===== src/rtl/equilibrium_round_referee.sv =====
`default_nettype none
// ============================================================================
// Module   : equilibrium_round_referee
// Brief    : Referees one balance round: preparation delay, random target,
//            hold-in-window hit detection against a play timeout, score keeping.
// Revision : 1.0 - initial release
// ============================================================================
module equilibrium_round_referee #(
  parameter int PREP_CYCLES    = 25000000,
  parameter int TIMEOUT_CYCLES = 250000000,
  parameter int HOLD_SAMPLES   = 8
) (
  input  logic       clock,
  input  logic       reset,
  input  logic       abort,
  input  logic       prep_active,
  input  logic       gerar_nova_jogada,
  input  logic       play_active,
  input  logic [1:0] nivel,
  input  logic [7:0] pos_in,
  input  logic       pos_valid,
  output logic       prep_done,
  output logic       ponto_evento,
  output logic       ponto_acerto,
  output logic [7:0] alvo,
  output logic [7:0] score,
  output logic [2:0] db_estado
);

  localparam logic [2:0] c_ST_IDLE   = 3'd0;
  localparam logic [2:0] c_ST_PREP   = 3'd1;
  localparam logic [2:0] c_ST_ARM    = 3'd2;
  localparam logic [2:0] c_ST_PLAY   = 3'd3;
  localparam logic [2:0] c_ST_REPORT = 3'd4;

  localparam int              c_PREP_W    = $clog2(PREP_CYCLES);
  localparam logic [c_PREP_W-1:0] c_PREP_LAST = c_PREP_W'(PREP_CYCLES - 1);
  localparam logic [27:0]     c_PLAY_LAST = 28'(TIMEOUT_CYCLES - 1);
  localparam logic [8:0]      c_HOLD_GOAL = 9'(HOLD_SAMPLES);
  localparam logic [7:0]      c_LFSR_SEED = 8'hA5;

  logic [2:0]          r_state;
  logic [2:0]          w_state_next;
  logic [c_PREP_W-1:0] r_prep_cnt;
  logic [27:0]         r_play_cnt;
  logic [7:0]          r_hold_cnt;
  logic [7:0]          r_lfsr;
  logic                r_result;

  logic [7:0] w_lfsr_next;
  logic [7:0] w_tol;
  logic [8:0] w_diff;
  logic       w_in_window;
  logic       w_prep_last;
  logic       w_hit;
  logic       w_timeout;

  // Fibonacci LFSR, taps x^8+x^6+x^5+x^4+1 (bits 7,5,4,3)
  assign w_lfsr_next = {r_lfsr[6:0], r_lfsr[7] ^ r_lfsr[5] ^ r_lfsr[4] ^ r_lfsr[3]};

  always_comb begin
    w_tol = 8'd16;
    case (nivel)
      2'd0:    w_tol = 8'd16;
      2'd1:    w_tol = 8'd8;
      2'd2:    w_tol = 8'd4;
      default: w_tol = 8'd2;
    endcase
  end

  assign w_diff      = (pos_in >= alvo) ? ({1'b0, pos_in} - {1'b0, alvo})
                                        : ({1'b0, alvo} - {1'b0, pos_in});
  assign w_in_window = (w_diff <= {1'b0, w_tol});
  assign w_prep_last = (r_prep_cnt == c_PREP_LAST);
  // Hit is judged on the sample that completes the run, so it can coincide with timeout
  assign w_hit       = pos_valid && w_in_window && (({1'b0, r_hold_cnt} + 9'd1) == c_HOLD_GOAL);
  assign w_timeout   = play_active && (r_play_cnt == c_PLAY_LAST);

  always_ff @(posedge clock or posedge reset) begin
    if (reset) begin
      r_state <= c_ST_IDLE;
    end else begin
      r_state <= w_state_next;
    end
  end

  always_comb begin
    w_state_next = r_state;
    if (abort) begin
      w_state_next = c_ST_IDLE;
    end else begin
      case (r_state)
        c_ST_IDLE:   if (prep_active) w_state_next = c_ST_PREP;
        c_ST_PREP: begin
          if (w_prep_last)       w_state_next = c_ST_ARM;
          else if (!prep_active) w_state_next = c_ST_IDLE;
        end
        c_ST_ARM:    if (gerar_nova_jogada) w_state_next = c_ST_PLAY;
        c_ST_PLAY:   if (w_hit || w_timeout) w_state_next = c_ST_REPORT;
        c_ST_REPORT: w_state_next = c_ST_IDLE;
        default:     w_state_next = c_ST_IDLE;
      endcase
    end
  end

  always_comb begin
    prep_done    = 1'b0;
    ponto_evento = 1'b0;
    ponto_acerto = 1'b0;
    if (!abort) begin
      prep_done    = (r_state == c_ST_PREP) && w_prep_last;
      ponto_evento = (r_state == c_ST_REPORT);
      ponto_acerto = (r_state == c_ST_REPORT) && r_result;
    end
  end

  assign db_estado = r_state;

  always_ff @(posedge clock or posedge reset) begin
    if (reset) begin
      r_prep_cnt <= '0;
      r_play_cnt <= '0;
      r_hold_cnt <= '0;
      r_lfsr     <= c_LFSR_SEED;
      r_result   <= 1'b0;
      alvo       <= 8'd0;
      score      <= 8'd0;
    end else if (abort) begin
      r_prep_cnt <= '0;
      r_play_cnt <= '0;
      r_hold_cnt <= '0;
      r_result   <= 1'b0;
      score      <= 8'd0;
    end else begin
      case (r_state)
        c_ST_PREP: begin
          if (w_prep_last || !prep_active) r_prep_cnt <= '0;
          else                             r_prep_cnt <= r_prep_cnt + 1'b1;
        end
        c_ST_ARM: begin
          if (gerar_nova_jogada) begin
            r_lfsr     <= w_lfsr_next;
            alvo       <= 8'd64 + {1'b0, w_lfsr_next[6:0]};
            r_play_cnt <= '0;
            r_hold_cnt <= '0;
            r_result   <= 1'b0;
          end
        end
        c_ST_PLAY: begin
          if (play_active) r_play_cnt <= r_play_cnt + 28'd1;
          if (pos_valid) begin
            if (w_in_window) r_hold_cnt <= r_hold_cnt + 8'd1;
            else             r_hold_cnt <= 8'd0;
          end
          if (w_hit)          r_result <= 1'b1;
          else if (w_timeout) r_result <= 1'b0;
        end
        c_ST_REPORT: begin
          if (r_result && (score != 8'hFF)) score <= score + 8'd1;
          r_result   <= 1'b0;
          r_play_cnt <= '0;
          r_hold_cnt <= '0;
        end
        default: begin
          r_prep_cnt <= '0;
          r_play_cnt <= '0;
          r_hold_cnt <= '0;
        end
      endcase
    end
  end

endmodule
`default_nettype wire

===== config.mk =====
export PLATFORM = sky130hd
export DESIGN_NAME = equilibrium_round_referee
export DESIGN_NICKNAME = d
export VERILOG_FILES = /design/src/rtl/equilibrium_round_referee.sv
export SDC_FILE = /design/constraint.sdc
export NUM_CORES = 1
export LEC_CHECK = 0
export BUFFER_PORTS_ARGS = -buffer_cell sky130_fd_sc_hd__buf_2
export CAP_MARGIN = 20
export CORE_MARGIN = 2
export CORE_UTILIZATION = 30
export DETAILED_ROUTE_END_ITERATION = 10
export MAX_ROUTING_LAYER = met4
export PLACE_DENSITY = 0.49
export SYNTH_ARGS = -nofsm -noshare
export SYNTH_HDL_FRONTEND = slang
export SYNTH_SLANG_ARGS = --single-unit

===== constraint.sdc =====
create_clock -name clock -period 3.9 [get_ports clock]
set_clock_uncertainty 0.05 [all_clocks]
set_input_delay 0.195 -clock clock [delete_from_list [all_inputs] [get_ports clock]]
set_output_delay 0.195 -clock clock [all_outputs]
set_load 0.01 [all_outputs]

Word level (Yosys, flattened, before mapping)
Index checks and enable logic that the tools add are counted.
Word-level totals
  flip-flop bits (word level): 89
  word-level logic and storage cells: 94
  input port bits: 17
  output and inout bits: 22
Operators by class
  magnitude comparators: 2
  bitwise gates (word level): 4
  reductions and logical operators: 21
  add/subtract/negate cells: 8
  equality and inequality tests: 19
  muxes and demuxes: 32
Operator list (count)
  28-bit two-way mux: 3
  28-bit one-hot mux with 3 select lines: 1
  8-bit two-way mux: 7
  25-bit two-way mux: 2
  25-bit one-hot mux with 2 select lines: 1
  28-bit by 1-bit adder with 28-bit output, second input constant: 1
  28-bit == test, second input constant: 1
  25-bit by 1-bit adder with 25-bit output, second input constant: 1
  25-bit == test, second input constant: 1
  8-bit one-hot mux with 3 select lines: 1
  3-bit two-way mux: 6
  8-bit by 8-bit subtractor with 9-bit output: 2
  8-bit by 1-bit adder with 8-bit output, second input constant: 2
  3-bit inequality test, second input constant: 5
  5-bit one-hot mux with 3 select lines: 1
  3-bit one-hot mux with 4 select lines: 1
  3-bit AND reduction: 4
  8-bit by 1-bit adder with 9-bit output, second input constant: 1
  9-bit by 4-bit == test with 1-bit output, second input constant: 1
  9-bit by 8-bit <= comparator with 1-bit output: 1
  9-bit two-way mux: 1
  7-bit by 7-bit adder with 8-bit output, first input constant: 1
  8-bit >= comparator: 1
  4-bit inequality test, second input constant: 2
  other kinds (22): 38

Longest topological paths before layout
Gate-level depths: netlist (run 1).
  depth in word-level cells: 9
  depth in mapped cells: 17
  gate-level depth less buffers: 16

Least setup slack after synthesis (run 1)
No wires, ideal clock.
  kind: reg-to-reg
  start point: register alvo[2]
  end point: register r_state[0] (netlist: db_estado[0])
  stages on the path, launching flop included: 17
  slack: 0.542 ns
  required time: 3.716 ns
  path buffers: 1
  clock period less this slack: 3.358 ns
  arrival: 3.174 ns
  library setup time: 0.134 ns
  cell sequence: dfrtp_1 -> ha_1 -> buf_4 -> nand2_1 -> o21ai_0 -> a31oi_1 -> o21ai_1 -> mux2i_1 -> xnor2_1 -> ha_1 -> nor2b_1 -> o21a_1 -> o21a_1 -> o22ai_1 -> and2_1 -> o2111a_2 -> o21ai_1
Between the ends
  cells in the longest elaborated chain, start to end: 8
  elaborated cells between the ends (all ways): 10
  those cells by class: add/sub: 2; order compare: 2; eq/ne: 1; mux: 1; reduce/logical: 4
RTL lines
  start, declared: RTL line 25  | output logic [7:0] alvo,
  start signal, assigned: RTL line 143  | alvo <= 8'd64 + {1'b0, w_lfsr_next[6:0]};
  8-bit by 8-bit subtractor with 9-bit output (tied with other cells): RTL line 72  | : ({1'b0, alvo} - {1'b0, pos_in});
  9-bit two-way mux *: RTL line 71  | assign w_diff = (pos_in >= alvo) ? ({1'b0, pos_in} - {1'b0, alvo})
  9-bit by 8-bit <= comparator with 1-bit output *: RTL line 73  | assign w_in_window = (w_diff <= {1'b0, w_tol});
  1-bit logical AND * (2 in a row): RTL line 76  | assign w_hit = pos_valid && w_in_window && (({1'b0, r_hold_cnt} + 9'd1) == c_HOLD_GOAL);
  1-bit logical OR *: RTL line 99  | c_ST_PLAY: if (w_hit || w_timeout) w_state_next = c_ST_REPORT;
  3-bit inequality test (no source line) *
  4-bit AND reduction (no source line) *
  end signal, assigned: RTL line 81  | r_state <= c_ST_IDLE;
  end signal, assigned: RTL line 83  | r_state <= w_state_next;
  end, declared: RTL line 42  | logic [2:0] r_state;
Every way passes the cells marked *; elsewhere a longest branch is shown, timed or not.
A chain may end at the register's enable or synchronous reset.

Worst setup path in the final report (run 1)
  start point: register alvo[4]
  end point: register r_state[1] (netlist: db_estado[1])
The elaborated chain is that of the path after synthesis.

==> implementation parameters, run 1 <==
Parameter                              Value

Drt
  Total routed wirelength    11.91 mm
  Initial DRC Count    151
  Total via count in the routed design    4308
  Remaining DRCs    0
  Antenna violation net count after detailed routing    0
  Drt via density    4.952
  Detailed-route wire length per cell    13.69 um
  First-pass iteration count of the detailed router    4

Pwr
  Switching Fraction    0.2200
  Pwr Density    327.3 nW/um2
  Internal Power    1.552 mW
  Portion of total power attributed to the clock network    0.489
  Sequential Power Share    0.445
  Power share of the combinational group    0.066
  Worst ir drop on vdd    166.5 uV
  Static Leakage    2.661 nW
  Net switching component of the power    0.4378 mW

Floorplanning
  Placeable Area    17360 um2
  I/O pins    39
  Vert. Die Dim    137.7 um
  Starting Density    0.3088
  Std cell rows    48
  Overall die width    137.7 um
  Die ar.    18950 um2

GRT
  Wire length of the first global-routing pass    20.73 mm
  Pin count of the biggest net entering global routing    48
  All-Layer GR Usage    0.1416
  Vias in the first global route    4241
  Total grt overflow    0
  Antenna violations before repair    1

Timing
  Tightest Pin Transition    0.9161 ns
  Worst max-slew margin expressed relative to the limit    0.3846
  Final Hold Violating Endpoints    0
  Sum of negative setup slack    0 ns
  Number of pins exceeding their max-slew limit in the final report    0
  Peak Freq    295.4 MHz
  # setup viols final    0
  Worst Hold Slack    0.1446 ns
  Period minus WS final    3.386 ns
  Unrepaired setup endpoints after global routing    no
  Fin crit share    0.8681

Clocking
  Clock tree from TritonCTS    yes
  Number of resized instances in the post-cts repair step    0
  CTS sink cnt    85
  CTS Buf Count    9
  Clock Root Buffer    clkbuf_16
  Maximum number of buffers from clock root to sink    2
  Buffer count from post-CTS setup fixing    0
  Clock slew at the register clock pins of the worst setup and hold paths    0.06 ns
  H-tree level count    3
  Worst-Skew Late Latency    0.34 ns

Synth
  Post-synthesis net count    653
  Number of cells produced by synthesis    609
  Summed instance area of the synthesized netlist    5360 um2
  Distinct cell type count after synthesis    65
  Post-synthesis async set-or-reset flop share    1.000
  Sequential element share of the synthesized area    0.3978
  Post-synthesis area per instance    8.802 um2
  Number of synthesized flops with an enable pin    0
  Predominant post-synthesis flop cell    dfrtp_1
  Number of warnings reported in the yosys synthesis log    0
  Total of flip-flops plus latches after synthesis    85

Worst setup path
  Crit. End Element    register
  Kind of launch point of the worst setup path    register
  Worst setup path category    reg -> reg
  Arrival @ worst endpoint    3.54 ns
  Largest fanout of any net on the critical path    10
  Data required, critical path    4.05 ns

Cells and area
  Nets@finish    684
  Filler Cell Count    1762
  Area Growth Syn to Fin    13.40%
  Share of post-route cells with drive strength above 1    0.1180

Placement
  DP HPWL    8.617 mm
  PortBufs    38
  Final GP Congestion    0.8424

Job
  Max_cap viols    0

Outcome
  Run status    complete, no violations

Min path
  Worst Hold Class    in -> reg
## routing by layer
metal	track usage	wire length [um]	vias up
met3	0.02281	430	11
met5	-	0	-
li1	-	-	2160
met4	0.05498	181	0
met2	0.2145	5306	64
met1	0.1898	5989	2073
## power by group through the flow
stage               sequential [mW]  combinational [mW]  clock, mW
floorplan                     0.901              0.0944          0
global placement              0.902               0.132          0
detailed placement            0.902               0.132          0
CTS                           0.886               0.133       1.00
global route                  0.886               0.149       1.03
finish                        0.886               0.131      0.973
## synth_stat cells (all sizes together) (2+ instances only)
cell type,number,share of area
nor3,8,0.0075
o21ai,39,0.037
o22ai,4,0.0047
a21boi,3,0.0042
fa,2,0.0075
nand2b,9,0.011
or3,2,0.0023
o21a,7,0.0098
nand2,64,0.045
nor2,90,0.065
clkbuf,10,0.0070
a211oi,3,0.0051
xor2,38,0.062
o221ai,5,0.0082
a21oi,19,0.018
xnor2,18,0.029
nor4b,4,0.011
a21o,6,0.0084
nor2b,8,0.0093
nand3b,2,0.0028
dfrtp,81,0.38
inv,27,0.019
mux2i,7,0.013
o211ai,2,0.0028
a31oi,2,0.0023
ha,25,0.058
nand4,20,0.027
nor3b,5,0.0070
o21bai,2,0.0028
nand3,35,0.033
dfstp,4,0.020
buf,13,0.017
and4,4,0.0070
and3,18,0.021
and2,8,0.0093
## kinds of logic (layout without fill, tap and decap cells)
logic type,after synthesis,after routing,share of synthesized area
buffers and inverters,50,85,0.04272
XOR/XNOR,56,56,0.09150
other,0,1,0
multiplexers,8,8,0.01517
AO/OA/AOI/OAI,99,99,0.1186
adder cells (fa/ha/maj),27,27,0.06583
AND/OR/NAND/NOR,284,284,0.2684
flip-flops,85,85,0.3978
## state kept, by name (all words and copies together), names as in the netlist
signal      flops
alvo            7
db_estado       3
r_hold_cnt      8
r_lfsr          5
r_play_cnt     28
r_prep_cnt     25
r_result        1
score           8
## cell type report
cell class | instances | area (um2) | share of cell area
timing repair buffer | 43 | 230.2 | 0.03788
antenna | 1 | 2.502 | 0.0004117
sequential | 85 | 2132 | 0.3508
tap | 225 | 281.5 | 0.04632
clock buffer | 11 | 232.7 | 0.03829
multi-input combinational | 474 | 2999 | 0.4934
inverter | 27 | 102.6 | 0.01688
clock inverter | 4 | 97.59 | 0.01606
## critical path, cell delays in order, from the launching register on
cell      delay, ns
dfrtp_1        0.42
ha_1           0.53
a21o_1         0.21
a31oi_1        0.05
o21ai_1        0.20
mux2i_1        0.24
xnor2_1        0.14
ha_1           0.26
nor2b_1        0.13
o21a_1         0.16
o21a_1         0.16
o22ai_1        0.20
and2_1         0.18
o2111a_2       0.25
o21ai_1        0.07
## final timing paths
path	startpoint	end	slack, ns	depth (start not counted)
max	alvo[4]	db_estado[1]	0.51	14
min	abort	score[1]	0.14	2
max reg2reg	alvo[4]	db_estado[1]	0.51	14
min reg2reg	r_lfsr[2]	r_lfsr[2]	0.41	2
max in group asynchronous	reset	r_lfsr[0]	2.27	4
min in group asynchronous	reset	r_prep_cnt[22]	0.50	3
## cells in the final DEF (no fill, tap or decap), drive strengths merged, types with 18 or more instances in the layout
| cell type | netlist | routed |
|---|---|---|
| a21oi | 19 | 19 |
| and3 | 18 | 18 |
| buf | 13 | 42 |
| dfrtp | 81 | 81 |
| ha | 25 | 25 |
| inv | 27 | 26 |
| nand2 | 64 | 64 |
| nand3 | 35 | 35 |
| nand4 | 20 | 20 |
| nor2 | 90 | 90 |
| o21ai | 39 | 39 |
| xnor2 | 18 | 18 |
| xor2 | 38 | 38 |
## per-stage QoR
step           utilization  setup WS (ns)  instance area (um2)  std cells  power, mW
5_1_grt             0.3502         0.1713                 6078        870      2.067
3_5_place_dp        0.3305         0.4838                 5736        853      1.034
3_3_place_gp        0.3305         0.5354                 5736        853      1.034
6_report            0.3502         0.5145                 6078        870      1.990
4_1_cts             0.3501         0.4678                 6076        869      2.022
2_1_floorplan            -         0.5417                 5360        609     0.9949
## repair_timing
action                     4_1_cts  5_1_grt
setup endpoints to repair        0        0
hold buffers                     1        0
hold endpoints to repair        46        0
(Power assumes the default switching activity.)
==> run 2: changes to the inputs <==
- CELL_PAD_IN_SITES_DETAIL_PLACEMENT: unset -> 0
- CELL_PAD_IN_SITES_GLOBAL_PLACEMENT: unset -> 1
- PLACE_DENSITY: 0.49 -> 0.6
==> run 2 against run 1 <==
Compared with the run above: global-route usage grew 0.44 points; flip-flop and latch count is the same; clock power shrank 0.8%; critical path type unchanged; first-iteration DRC count grew 24%.
==> implementation parameters, run 2 (synthesized netlist as in run 1, its figures left out) <==
Parameter                              Value

Outcome
  Run status    complete, no violations

GRT
  Total grt overflow    0
  Vias in the first global route    4238
  Wire length of the first global-routing pass    21.20 mm
  Antenna violations before repair    0
  All-Layer GR Usage    0.1460
  Pin count of the biggest net entering global routing    50

Floorplanning
  Die ar.    18950 um2
  Placeable Area    17360 um2
  Overall die width    137.7 um
  I/O pins    39
  Vert. Die Dim    137.7 um
  Starting Density    0.3088
  Std cell rows    48

Placement
  Setup slack at placement    0.4530 ns
  PortBufs    38
  Placed Instance Area    5743 um2
  Final GP Congestion    0.8223
  DP HPWL    8.904 mm
  Total instance count after detailed placement    854

Min path
  Count of cells along the worst hold path    2
  Worst Hold Class    in -> reg

Job
  Max_cap viols    0

Timing
  Unrepaired setup endpoints after global routing    no
  Worst path setup slack after routing    0.4452 ns
  Peak Freq    289.5 MHz
  Number of pins exceeding their max-slew limit in the final report    0
  Worst max-slew margin expressed relative to the limit    0.3809
  Sum of negative setup slack    0 ns
  Worst Hold Slack    0.1379 ns
  Tightest Pin Transition    0.9216 ns
  # setup viols final    0
  Period minus WS final    3.455 ns
  Fin crit share    0.8858
  Final Hold Violating Endpoints    0

Cells and area
  Largest register FFs    28
  Antenna diodes    0
  Area Growth Syn to Fin    13.59%
  Share of post-route cells with drive strength above 1    0.1238
  Leading cell types in the layout, fill and taps excluded    88 x nor2_1, 81 x dfrtp_1, 63 x nand2_1
  Design Area, Final    6088 um2
  Nets@finish    685
  Final non-filler cell total    871
  Top register by number of flip-flops    r_play_cnt
  Utilization of the core after routing    0.3508
  Largest registers    r_play_cnt x28, r_prep_cnt x25
  Commonest non-fill, non-tap cell in the layout    nor2_1
  Filler Cell Count    1789

Worst setup path
  Data required, critical path    4.06 ns
  Number of buffer and inverter instances along the worst setup path    0
  Kind of launch point of the worst setup path    register
  Reg2Reg Depth    14
  Largest fanout of any net on the critical path    10
  Number of gates on the worst path with buffers counted    14
  R2R setup slack    0.45 ns
  List of cells traversed by the critical path    ha_1 -> a21o_1 -> a31oi_1 -> o21ai_1 -> mux2i_1 -> xnor2_1 -> ha_1 -> nor2b_1 -> o21a_1 -> o21a_1 -> o22ai_1 -> and2_1 -> o2111a_2 -> o21ai_1
  Delay of the slowest cell on the worst path    0.51 ns
  Crit. End Element    register
  Family with the most delay on the worst path    compound AO/OA/AOI/OAI gates
  Standard cell with the maximum stage delay on the critical path    ha_1
  Worst setup path category    reg -> reg
  Arrival @ worst endpoint    3.61 ns

Clocking
  Worst-Skew Late Latency    0.35 ns
  Clock slew at the register clock pins of the worst setup and hold paths    0.06 ns
  Clock Root Buffer    clkbuf_16
  Cts hold-fix bufs    1
  CTS sink cnt    85
  CTS Buf Count    9
  Maximum number of buffers from clock root to sink    2
  H-tree level count    3
  Buffer count from post-CTS setup fixing    0
  Clock tree from TritonCTS    yes
  Number of resized instances in the post-cts repair step    0

Drt
  Initial DRC Count    187
  Antenna violation net count after detailed routing    0
  Drt via density    4.925
  Detailed-route wire length per cell    14.21 um
  Total routed wirelength    12.37 mm
  First-pass iteration count of the detailed router    4
  Total via count in the routed design    4290
  Remaining DRCs    0

Pwr
  Worst ir drop on vdd    200.3 uV
  Design Power    1.982 mW
  Pwr Density    325.6 nW/um2
  Static Leakage    2.675 nW
[run 2: changes by cell type in the layout (fill, tap and decap cells not counted)]
| cell | change |
|---|---|
| clkbuf_1 | -2 |
| clkbuf_8 | +2 |
| clkinv_4 | +2 |
| buf_4 | +1 |
| bufinv_16 | -1 |
| clkinv_2 | +1 |
| clkinvlp_4 | -1 |
| diode_2 | -1 |
[run 2: report_power, final]
part / internal [mW] / switching [mW] / total, mW
Clock: 0.597 / 0.368 / 0.965
Sequential: 0.883 / 0.00290 / 0.886
Combinational: 0.0463 / 0.0854 / 0.132
Total: 1.53 / 0.456 / 1.98
[run 2: cell type report]
type,count,area [um2],area share
multi-input combinational,474,2999,0.4926
sequential,85,2132,0.3502
tap,225,281.5,0.04624
clock buffer,11,252.7,0.04151
timing repair buffer,44,237.7,0.03905
inverter,27,102.6,0.01685
clock inverter,5,82.58,0.01356
[run 2: metal layers]
| metal | part of all wire | GRT usage |
|---|---|---|
| met1 | 0.50 | 0.1902 |
| met5 | 0 | - |
| met4 | 0.015 | 0.04811 |
| met3 | 0.032 | 0.03017 |
| met2 | 0.45 | 0.2269 |
[run 2: worst paths after layout]
check,from,endpoint
worst max-delay path,alvo[4],db_estado[1]
worst min-delay path,abort,score[7]
worst max register to register,alvo[4],db_estado[1]
worst min register to register,r_lfsr[2],r_lfsr[2]
max in group asynchronous,reset,r_play_cnt[3]
min in group asynchronous,reset,r_prep_cnt[3]
